File: config.mk
export PLATFORM = sky130hd
export DESIGN_NAME = uart_rx_flat
export DESIGN_NICKNAME = d
export VERILOG_FILES = /design/src/rtl/uart_rx_if.sv /design/src/rtl/uart_rx.sv /design/src/flat_wrapper.sv
export SDC_FILE = /design/constraint.sdc
export NUM_CORES = 1
export LEC_CHECK = 0
export CORE_ASPECT_RATIO = 0.5
export CORE_UTILIZATION = 45
export CTS_CLUSTER_DIAMETER = 100
export CTS_CLUSTER_SIZE = 30
export DETAILED_ROUTE_END_ITERATION = 10
export HOLD_SLACK_MARGIN = 0.15
export PLACE_DENSITY = 0.7
export SLEW_MARGIN = 20
export SYNTH_ARGS = -nofsm -noshare
export SYNTH_HDL_FRONTEND = slang
export SYNTH_SLANG_ARGS = --single-unit
File: constraint.sdc
create_clock -name clk_3125_rx -period 3 [get_ports clk_3125_rx]
set_input_delay 0.3 -clock clk_3125_rx [delete_from_list [all_inputs] [get_ports clk_3125_rx]]
set_output_delay 0.3 -clock clk_3125_rx [all_outputs]
set_load 0.01 [all_outputs]
File: src/rtl/uart_rx_if.sv
// uart_rx_if: serial line, parity select and received-frame results of the UART receiver
interface uart_rx_if;
  logic       rx;
  logic       parity_type;
  logic [7:0] rx_msg;
  logic       rx_parity;
  logic       rx_complete;
  logic       parity_err;
  logic       frame_err;
  modport master (output rx, parity_type, input rx_msg, rx_parity, rx_complete, parity_err, frame_err);
  modport slave  (input rx, parity_type, output rx_msg, rx_parity, rx_complete, parity_err, frame_err);
endinterface

File: src/rtl/uart_rx.sv
// uart_rx: 8-bit MSB-first UART receiver with parity and stop-bit checking
module uart_rx #(
  parameter int CLKS_PER_BIT = 14,
  parameter int SAMPLE_POINT = 6
) (
  input logic    clk_3125_rx,
  input logic    rst,
  uart_rx_if.slave u
);
  typedef enum logic [2:0] {IDLE, START, DATA, PARITY, STOP} state_t;
  localparam logic [3:0] SP   = 4'(SAMPLE_POINT);
  localparam logic [3:0] LAST = 4'(CLKS_PER_BIT - 1);
  state_t     state;
  logic [3:0] clk_cnt;
  logic [2:0] bit_idx;
  logic [7:0] shift_reg;
  logic       par_reg;
  logic       rx_s1, rx_s2, rx_prev;
  always_ff @(posedge clk_3125_rx) begin
    if (rst) begin
      state         <= IDLE;
      clk_cnt       <= '0;
      bit_idx       <= '0;
      shift_reg     <= '0;
      par_reg       <= 1'b0;
      rx_s1         <= 1'b1;
      rx_s2         <= 1'b1;
      rx_prev       <= 1'b1;
      u.rx_msg      <= '0;
      u.rx_parity   <= 1'b0;
      u.rx_complete <= 1'b0;
      u.parity_err  <= 1'b0;
      u.frame_err   <= 1'b0;
    end else begin
      rx_s1         <= u.rx;
      rx_s2         <= rx_s1;
      rx_prev       <= rx_s2;
      u.rx_complete <= 1'b0;
      case (state)
        IDLE: if (rx_prev && !rx_s2) begin
          state   <= START;
          clk_cnt <= '0;
        end
        START: begin
          if (clk_cnt == SP && rx_s2) state <= IDLE;
          else if (clk_cnt == LAST) begin
            state   <= DATA;
            clk_cnt <= '0;
            bit_idx <= 3'd7;
          end else clk_cnt <= clk_cnt + 4'd1;
        end
        DATA: begin
          if (clk_cnt == SP) shift_reg[bit_idx] <= rx_s2;
          if (clk_cnt == LAST) begin
            clk_cnt <= '0;
            if (bit_idx == 3'd0) state <= PARITY;
            else bit_idx <= bit_idx - 3'd1;
          end else clk_cnt <= clk_cnt + 4'd1;
        end
        PARITY: begin
          if (clk_cnt == SP) par_reg <= rx_s2;
          if (clk_cnt == LAST) begin
            clk_cnt <= '0;
            state   <= STOP;
          end else clk_cnt <= clk_cnt + 4'd1;
        end
        STOP: begin
          // leave at mid stop bit so a zero-gap start bit is still seen as a falling edge
          if (clk_cnt == SP) begin
            u.rx_msg      <= shift_reg;
            u.rx_parity   <= par_reg;
            u.parity_err  <= (^shift_reg ^ u.parity_type) != par_reg;
            u.frame_err   <= ~rx_s2;
            u.rx_complete <= 1'b1;
            state         <= IDLE;
          end else clk_cnt <= clk_cnt + 4'd1;
        end
        default: state <= IDLE;
      endcase
    end
  end
endmodule
File: src/flat_wrapper.sv
// flat-port wrapper written by rule: the top's interface ports become plain ports
module uart_rx_flat 
#(
  parameter int CLKS_PER_BIT = 14,
  parameter int SAMPLE_POINT = 6
)
  (clk_3125_rx, rst, u_rx, u_parity_type, u_rx_msg, u_rx_parity, u_rx_complete, u_parity_err, u_frame_err);
  uart_rx_if u_i ();
  input logic clk_3125_rx;
  input logic rst;
  input wire logic [$bits(u_i.rx)-1:0] u_rx;
  input wire logic [$bits(u_i.parity_type)-1:0] u_parity_type;
  output wire logic [$bits(u_i.rx_msg)-1:0] u_rx_msg;
  output wire logic [$bits(u_i.rx_parity)-1:0] u_rx_parity;
  output wire logic [$bits(u_i.rx_complete)-1:0] u_rx_complete;
  output wire logic [$bits(u_i.parity_err)-1:0] u_parity_err;
  output wire logic [$bits(u_i.frame_err)-1:0] u_frame_err;
  assign u_i.rx = u_rx;
  assign u_i.parity_type = u_parity_type;
  assign u_rx_msg = u_i.rx_msg;
  assign u_rx_parity = u_i.rx_parity;
  assign u_rx_complete = u_i.rx_complete;
  assign u_parity_err = u_i.parity_err;
  assign u_frame_err = u_i.frame_err;
  uart_rx #(.CLKS_PER_BIT(CLKS_PER_BIT), .SAMPLE_POINT(SAMPLE_POINT)) u_core (.clk_3125_rx(clk_3125_rx), .rst(rst), .u(u_i));
endmodule
### After elaboration in Yosys (flattened, before gate mapping)

Cells that the tools add are included.

| storage, ports and cells | value |
|---|---|
| register bits | 34 |
| output and inout port bits | 12 |
| input port bits | 4 |
| word-level logic and storage cells | 76 |

| operators by class | value |
|---|---|
| bitwise logic cells | 3 |
| equal/unequal tests | 17 |
| reduce and logical (&&, ||, !) cells | 17 |
| muxes and demuxes | 22 |
| $add $sub $neg | 2 |
| magnitude comparators | 2 |

Operators with widths:

| cell | count |
|---|---|
| 2-to-1 mux 3 bit | 11 |
| 2-to-1 mux 4 bit | 4 |
| one-hot mux 4 bit (4 select lines) | 1 |
| one-hot mux 3 bit (5 select lines) | 1 |
| inequality test 2 x 1 -> 1 bit, second input constant | 6 |
| bitwise mux 8 bit | 1 |
| XOR reduction 8 bit | 1 |
| equality test 3 x 2 -> 1 bit, second input constant | 2 |
| logical NOT 3 bit | 2 |
| inequality test 2 bit, second input constant | 3 |
| one-hot mux 3 bit (2 select lines) | 1 |
| AND reduction 2 bit | 3 |
| AND reduction 6 bit | 1 |
| AND reduction 5 bit | 1 |
| adder 4 x 1 -> 4 bit, second input constant | 1 |
| equality test 4 x 3 -> 1 bit, second input constant | 1 |
| equality test 4 bit, second input constant | 1 |
| less-than comparator 3 x 4 -> 1 bit, second input constant | 1 |
| AND reduction 4 bit | 1 |
| nonzero test 4 bit | 1 |
| OR reduction 2 bit | 2 |
| demux 1 bit (select 3 bit) | 1 |
| equality test 3 x 1 -> 1 bit, second input constant | 1 |
| equality test 3 bit, second input constant | 1 |
| other kinds (10) | 14 |

### Logic depth before layout (Yosys ltp)

Gate-level depths: netlist of the first run.

| depth | value |
|---|---|
| word-level depth | 5 |
| gate-level depth with buffers | 8 |

### Least setup slack after synthesis of the first run

OpenSTA, ideal clock, no wires.

| timing | value |
|---|---|
| path type | reg-to-reg |
| start point | reg u_core.bit_idx[0] |
| end point | reg u_core.state[1] |
| data required time | 2.884 ns |
| arrival | 1.473 ns |
| stages on the path, launching flop included | 7 |
| clock period less this slack | 1.589 ns |
| setup slack | 1.411 ns |
| buffers on the path | 0 |
| cell sequence | dfxtp_1 -> inv_1 -> ha_1 -> and3b_1 -> o32ai_1 -> a21oi_1 -> o211a_1 |

| between the ends | value |
|---|---|
| word-level cells in the longest chain between the ends | 3 |

Ends and longest elaborated chain:

| what | line | RTL |
|---|---|---|
| from (decl) | uart_rx.sv:15 | `logic [2:0] bit_idx;` |
| from (signal assigned) | uart_rx.sv:57 | `else bit_idx <= bit_idx - 3'd1;` |
| logical NOT 3 bit | uart_rx.sv:56 | `if (bit_idx == 3'd0) state <= PARITY;` |
| inequality test 2 x 1 -> 1 bit (no source line) | n/a |  |
| AND reduction 6 bit (no source line) | n/a |  |
| to (signal assigned) | uart_rx.sv:56 |  |
| to (signal assigned) | uart_rx.sv:64 | `state <= STOP;` |
| to (signal assigned) | uart_rx.sv:75 | `state <= IDLE;` |
| to (decl) | uart_rx.sv:13 | `state_t state;` |

Every way passes these cells.
A chain may end at the register's enable or synchronous reset.

### Worst setup path after layout of the first run

| timing | value |
|---|---|
| start point | reg u_core.state[2] |
| end point | reg u_core.u.parity_err |

| between the ends | value |
|---|---|
| word-level cells in the longest chain between the ends | 2 |

Ends and longest elaborated chain:

| what | line | RTL |
|---|---|---|
| from (signal assigned) | uart_rx.sv:21 | `state <= IDLE;` |
| from (signal assigned) | uart_rx.sv:41 | `state <= START;` |
| from (signal assigned) | uart_rx.sv:45 | `if (clk_cnt == SP && rx_s2) state <= IDLE;` |
| equality test 3 bit | uart_rx.sv:39 | `case (state)` |
| AND reduction 2 bit (no source line) | n/a |  |
| to (signal assigned) | uart_rx.sv:72 | `u.parity_err <= (^shift_reg ^ u.parity_type) != par_reg;` |
| to (decl) | uart_rx_if.sv:11 | `modport slave (input rx, parity_type, output rx_msg, rx_parity, rx_complete, parity_err, frame_err);` |

Every way passes these cells.

==> summary by stage, run 1 <==
Status
The run finished with clean final reports.

Finish
The fill cell total of the finished layout is approximately 310. The layout-stage area growth over the synthesis result is 15.5%. The final layout contains 222 nets. Leaving out fill and tap cells, the most frequent cells in the layout are dfxtp_1, nand2_1, a21oi_1. Cells with a size suffix above 1 make up roughly 7.0% of the layout.

The library cell used most frequently in the layout, excluding fill and tap cells, is dfxtp_1. 0 antenna diodes ended up in the layout.

Global route
The via count of the first global-routing pass is roughly 1200. The leftover overflow at the end of global routing is 0. The initial antenna violation count came to 0. The global-route usage over all layers is 18.9%.

Entering global routing, the biggest net connects 29 pins. The first global-routing pass estimated between 5000 and 6000 microns of wire.

STA
The number of endpoints failing setup at the final stage is 0. After layout, the minimum clock period comes to 2.00 ns. The number of failing hold endpoints at the final stage came to 0. The relative slew slack is 54.6%.

Derived from the worst setup path, the maximum achievable clock frequency is 0.499 GHz. At the pin with the least slew margin, the transition time is about 0.68 ns. Between clock sinks in the finished design, the worst skew comes to 0.00652 ns. For the final routed database, the setup TNS stands at 0 ns. Of the available clock period, the critical path in the final layout requires about two thirds. The worst hold margin is 0.414 ns.

Setup repair after global routing left no endpoint under its margin. The final-report max-slew violation count came to 0.

Critical path
For this design, the slowest cell found on the critical path is or3b_2. The data arrival at the endpoint of the critical path is approximately 2.2 ns. The critical path capture point type is a flop.

The highest fanout seen on the critical path is 13. The critical path startpoint category is a flop. The number of buffers and inverters on the critical path is 0. The cell with the most instances on the worst path is nor2_1. For the worst setup path, the data required time is 3.21 ns. The critical path's largest stage delay is 0.55 ns. The setup path with the least slack is of type flop to flop. Walking the worst path, the cells encountered are or3b_2 -> nor2_1 -> nor2_1 -> a211oi_1. The cell class contributing the biggest share of worst-path delay is simple AND/OR/NAND/NOR gates.

Die
The number of core rows is 15. In this run the count of I/O pins placed on the die edge is 16. The placeable core region is 3550 sq um. The die extent in x is between 80 and 90 microns. The floorplan step defined a die boundary enclosing 4080 sq um.

The effective utilization at floorplan is 48.4%. Measured along the y axis, the die boundary spans 45.7 microns.

Clock network
The source-to-sink clock delay at the later pin of the worst-skew pair is just under 0.3 ns. The clock tree buffer depth is 2. Once the clock tree was built, the setup fixing pass inserted 0 buffers. The clock tree synthesis step divided the H-tree into 2 levels. The hold buffer count at cts is 0. The quantity of gates resized following cts is 0. The number of buffers added by the clock tree synthesis step is 5. The clock sink count is 34. The tree is rooted in a clkbuf_8.

Clock-pin slew was measured on the worst setup and hold paths at roughly 0.070 ns. The CTS tree is built.

Drt
Wires add up to between 3000 and 4000 microns. Detailed routing inserted a total of ~1400 vias. The met3 layer wire length in the routed design is about 110 microns. The first routing iteration left 72 violations.

The highest routing layer actually used is met4. Summed over all nets, wire length on met2 after detailed routing comes to between 1500 and 2000 microns. After detailed routing, the average wire length per cell comes to 13.2 microns. The number of nets with antenna violations after detailed routing is 0. The number of iterations in the first detailed-routing pass is 4.

In the final routing, the length of wire on met1 measures 1790 microns. In the routed design, unresolved DRC markers number 0. In the routed layout, each cell is associated on average with a via count of 5.37.

Placed design
The post-detailed-placement half-perimeter wirelength is approximately 2400 microns. The routability congestion estimate is 0.810. The number of buffer cells added on primary ports is 15.

Synth
The async set or reset register ratio after synthesis is 0%. In this run, distinct cell masters in the synthesized netlist total 49. The cell area that synthesis handed to floorplanning was 1720 sq um. After synthesis, the mean cell area works out to 8.50 sq um. The gate count of the mapped netlist is 202. The synthesized design contains 34 register bits. The dominant register cell in the synthesized netlist is dfxtp_1. The number of nets handed over by synthesis was about 210. Summing the sequential cell areas from Yosys gives between 30 and 40% of the chip area. Yosys printed 0 warnings.

The number of enable flip-flop cells after synthesis is 0.

Pwr
The analysis attributes to cell leakage a power of around 0.71 nW. The worst-case vdd ir drop is 0.268 mV. For this design the ratio of total power to cell area is 559 nW/um^2.

Min path
The worst hold path belongs to the class flop to flop.

Flow run
Max-cap violations in this run came to 0.
## cell usage after synthesis (2+ instances only)
| cell type | instances | share of area [%] |
|---|---|---|
| and4_1 | 2 | 1.0 |
| nand3_1 | 8 | 2.3 |
| a22oi_1 | 2 | 0.87 |
| nor4_1 | 3 | 1.1 |
| dfxtp_1 | 34 | 40 |
| buf_2 | 5 | 1.5 |
| or2_2 | 3 | 1.1 |
| and3b_1 | 2 | 1.0 |
| nand4_1 | 4 | 1.5 |
| a211oi_1 | 2 | 0.87 |
| a21oi_1 | 17 | 5.0 |
| nor3b_1 | 2 | 0.87 |
| nor2b_1 | 2 | 0.73 |
| clkbuf_1 | 7 | 1.5 |
| nor2_1 | 16 | 3.5 |
| nor3_1 | 3 | 0.87 |
| o32ai_1 | 3 | 1.5 |
| o21ai_1 | 2 | 0.58 |
| ha_1 | 5 | 3.6 |
| nand2b_1 | 6 | 2.2 |
| xnor2_1 | 6 | 3.1 |
| inv_1 | 12 | 2.6 |
| a311oi_1 | 2 | 1.0 |
| nand2_1 | 20 | 4.4 |
| o22ai_1 | 2 | 0.73 |
| mux2i_1 | 9 | 5.2 |
## cell families (layout without fill, tap and decap cells)
logic type / count (synthesis) / in the layout / synth area share (%)
adders and majority gates: 5 / 5 / 3.64
and+or+nand+nor: 81 / 81 / 25.4
xor gates and xnor gates: 8 / 8 / 4.88
DFF: 34 / 34 / 39.6
buffers and inverters: 24 / 36 / 5.61
AOI/OAI and AO/OA: 41 / 41 / 15.6
muxes: 9 / 9 / 5.25
## area by class of cell
type / count / area, sq um / share of cell area [%]
clock inverter: 2 / 12.5 / 0.631
inverter: 12 / 45.0 / 2.27
multi-input combinational: 144 / 940 / 47.4
sequential: 34 / 681 / 34.3
tap: 51 / 63.8 / 3.22
timing repair buffer: 16 / 158 / 7.95
clock buffer: 6 / 82.6 / 4.17
## worst paths after layout
check                  start             endpoint  depth (start not counted)  slack [ns]
max          u_core.state[2]  u_core.u.parity_err                          4         1.0
min             u_core.rx_s1         u_core.rx_s2                          1        0.41
max reg2reg  u_core.state[2]  u_core.u.parity_err                          4         1.0
min reg2reg     u_core.rx_s1         u_core.rx_s2                          1        0.41
## stage by stage
stage	instance area [sq um]	power [mW]	instances	util, %	setup WS [ns]
after floorplan	1720	0.711	202	-	1.41
after global placement	1890	0.749	257	53.2	1.10
after detailed placement	1890	0.758	257	53.2	0.986
after CTS	1980	1.12	265	55.9	0.978
after global routing	1980	1.17	265	55.9	0.791
final	1980	1.11	265	55.9	0.998
## routing by layer
metal	vias to the layer above	track usage, %
met5	-	0
met2	20	29.3
met4	0	7.62
met3	6	5.98
li1	731	-
met1	666	24.9
## where the power goes
group,switching (mW),internal (mW)
Clock,0.174,0.184
Combinational,0.124,0.104
Sequential,0.0518,0.470
Power figures use the tool's default switching activity.
==> inputs of run 2 (changes only) <==
PLACE_DENSITY = 0.73   (was 0.7)
clock period = 1.6 ns   (was 3 ns; I/O delays follow)
==> run 2 against run 1 <==
Compared with the run above: core utilization is 9.2 points higher; critical path type unchanged; clock skew is 0.00054 ns higher; sequential power is 76% higher; final cell count is 9.4% higher; largest cell class unchanged; design area is 17% higher; die area stayed put; global-route usage is 3.4 points higher; register-to-register slack worse by 0.99 ns; combinational power grew to 3.1 times the previous value; sequential share of layout area is 4.7 points lower.
==> summary by stage, run 2 (synthesized netlist as in run 1, its figures left out) <==
Status
The run finished with clean final reports.

Global route
The leftover overflow at the end of global routing is 0. Global routing used 22.4% of the available tracks across all layers. The initial antenna violation count is 0.

The via count of the first global-routing pass is 1430. Entering global routing, the biggest net connects 19 pins. The first global-routing pass estimated 6650 microns of wire.

Min path
For hold timing, the worst endpoint is u_core.rx_s2. The class of the worst hold path is flop to flop. In this run the most critical hold path is launched from u_core.rx_s1. The number of instances on the worst hold path is 1.

Critical path
For the worst setup path, the data required time is 1.78 ns. The slowest stage of the critical path belongs to the cell or3b_1. Of all nets on the critical path, the largest fanout is 4. In this run the critical register-to-register path is captured at u_core.shift_reg[1]. The critical path goes through or3b_1 -> nor4_2 -> mux2i_1 -> nor2_1. Measured in cells, the most critical reg-to-reg path has a length of 4.

The data arrival at the endpoint of the critical path is 1.77 ns. The worst setup path is captured at a flop. The worst setup path category is flop to flop.

STA classifies the critical path startpoint as a flop. Across all register-to-register paths, the minimum setup slack is between 0.004 and 0.005 ns. The startpoint identified for the worst register-to-register timing path is u_core.state[1]. The critical path's largest stage delay is 0.47 ns. Tracing the worst setup path back leads to its startpoint at u_core.state[1].

Drt
Dividing the detail-routed wire length by the instance count gives 15.0 microns. The number of DRC markers in iteration 0 is 120. The routed via count is 1578.

The total DRC errors in the routed layout is 0. The via count normalized by instance count is between 5 and 6. For this block, the routed nets add up to 4350 microns of wire. The number of iterations in the first detailed-routing pass is 4. The number of nets with antenna violations after detailed routing is 0.

Die
The die is 45.7 microns tall. The die covers ~4000 sq um. The initial utilization of the core area, before any placement, comes to 48.4%. The number of core rows is 15. In this run the horizontal extent of the chip is just under 90 microns.

During I/O placement, the number of pins put on the boundary was 16. The placeable core region is 3550 sq um.

Clock network
The clock-pin slew reported for the worst setup and hold paths after clock tree synthesis is ~0.08 ns. The clock tree buffer depth is 2. The CTS tree is built.

TritonCTS created 5 clock buffers. The cell at the root of the clock tree is clkbuf_8. The source-to-sink clock delay at the later pin of the worst-skew pair is slightly below 0.3 ns. The clock tree synthesis step divided the H-tree into 2 levels.

The clock sink count is 34.

Pwr
For this design the static power due to leakage is 0.879 nW. Across the VDD grid, the largest voltage drop is around 0.57 mV. The power per cell area is approximately 1100 nW/um^2. The post-layout total power is 2.63 mW.

Placed design
The number of buffer cells added on primary ports is 15. The congestion estimate from routability-driven global placement came to 0.826. The worst slack after detailed placement is -0.00650 ns. The post-detailed-placement half-perimeter wirelength is 2790 microns.

Finish
The share of the core filled with cells is 65.1%. The top cell types in the final layout, fill and taps aside, are dfxtp_1, buf_4, nand2_1. The net count of the finished layout is roughly 250. The layout-stage area growth over the synthesis result is 34.5%.

In the final layout, the share of cells above drive strength 1 is 24.3%. The commonest non-fill, non-tap cell in the layout is dfxtp_1. The repair_antennas step left the layout with diodes totalling 0.

STA
The clock arrives with 0.00706 ns of skew. The final total negative setup slack is 0 ns. Of the available clock period, the critical path in the final layout requires between 90% and 100%. The worst pin sits at a relative slew slack of between 70% and 80%. Timing would allow up to 0.627 GHz. The final setup slack of the worst path is 0.00410 ns. Setup violations remaining at the end of the flow were counted as 0. The final-report max-slew violation count is 0.

Setup repair after global routing could not meet its margin everywhere. The number of failing hold endpoints at the final stage was 0. For the finished layout, the period the worst path requires is between 1.5 and 2 ns.

The transition time at the pin with the least slew margin is 0.339 ns.

Flow run
Across the run, the number of max-cap violations was 0.
-- run 2: per-layer routing --
metal / track usage, % / wire length (microns) / up-vias / part of all wire [%]
met5: 0 / 0 / - / 0
met4: 8.25 / 70 / 0 / 1.6
met3: 5.80 / 236 / 12 / 5.4
met2: 36.3 / 2000 / 44 / 46
met1: 29.2 / 2040 / 744 / 47
li1: - / - / 778 / -
-- run 2: critical path: cells and delay by family, from the launching register on --
kind	cells	cell delay, ns
AND/OR/NAND/NOR	3	0.88
multiplexers	1	0.22
flip-flops	1	0.38
-- run 2: worst max-delay path by stage --
stage / end / slack [ns] / cells past startpoint
after floorplan: u_core.state[1] / 0.01 / 6
after global placement: u_core.clk_cnt[0] / 0.02 / 6
after detailed placement: u_core.bit_idx[0] / -0.006 / 7
after CTS: u_core.shift_reg[2] / -0.02 / 6
after global routing: u_core.shift_reg[1] / -0.03 / 4
final: u_core.shift_reg[1] / 0.004 / 4
-- run 2: final cells by class --
cell class              count  area (sq um)
inverters                  12          45.0
well taps                  51          63.8
multi-input cells         144          1020
clock inverters             2          60.1
repair buffers             41           350
flip-flops and latches     34           686
fillers                   280          1240
clock buffers               6          82.6
-- run 2: what timing repair did --
action | 4_1_cts | 5_1_grt
pin swaps | 1 | 4
setup endpoints to repair | 17 | 21
gates cloned | 0 | 1
setup buffers | 0 | 2
hold buffers | 0 | 0
resized for setup | 4 | 20
-- run 2: metrics by stage --
stage / instance area, sq um / hold slack (ns) / instances
3_3_place_gp: 2060 / 0.394 / 280
2_1_floorplan: 1720 / 0.264 / 202
5_1_grt: 2310 / 0.427 / 290
6_report: 2310 / 0.418 / 290
3_5_place_dp: 2060 / 0.400 / 280
4_1_cts: 2210 / 0.421 / 288
-- run 2: report_power, final --
| part | switching, mW | total, mW | internal, mW |
|---|---|---|---|
| sequential | 0.0356 | 0.917 | 0.882 |
| clock | 0.336 | 1.00 | 0.665 |
| combinational | 0.377 | 0.708 | 0.331 |
==> inputs of run 3 (changes only) <==
CTS_CLUSTER_DIAMETER = default   (was 100)
==> results of run 3 <==
Same layout as run 2: the final DEF is identical, and so are final timing and power.
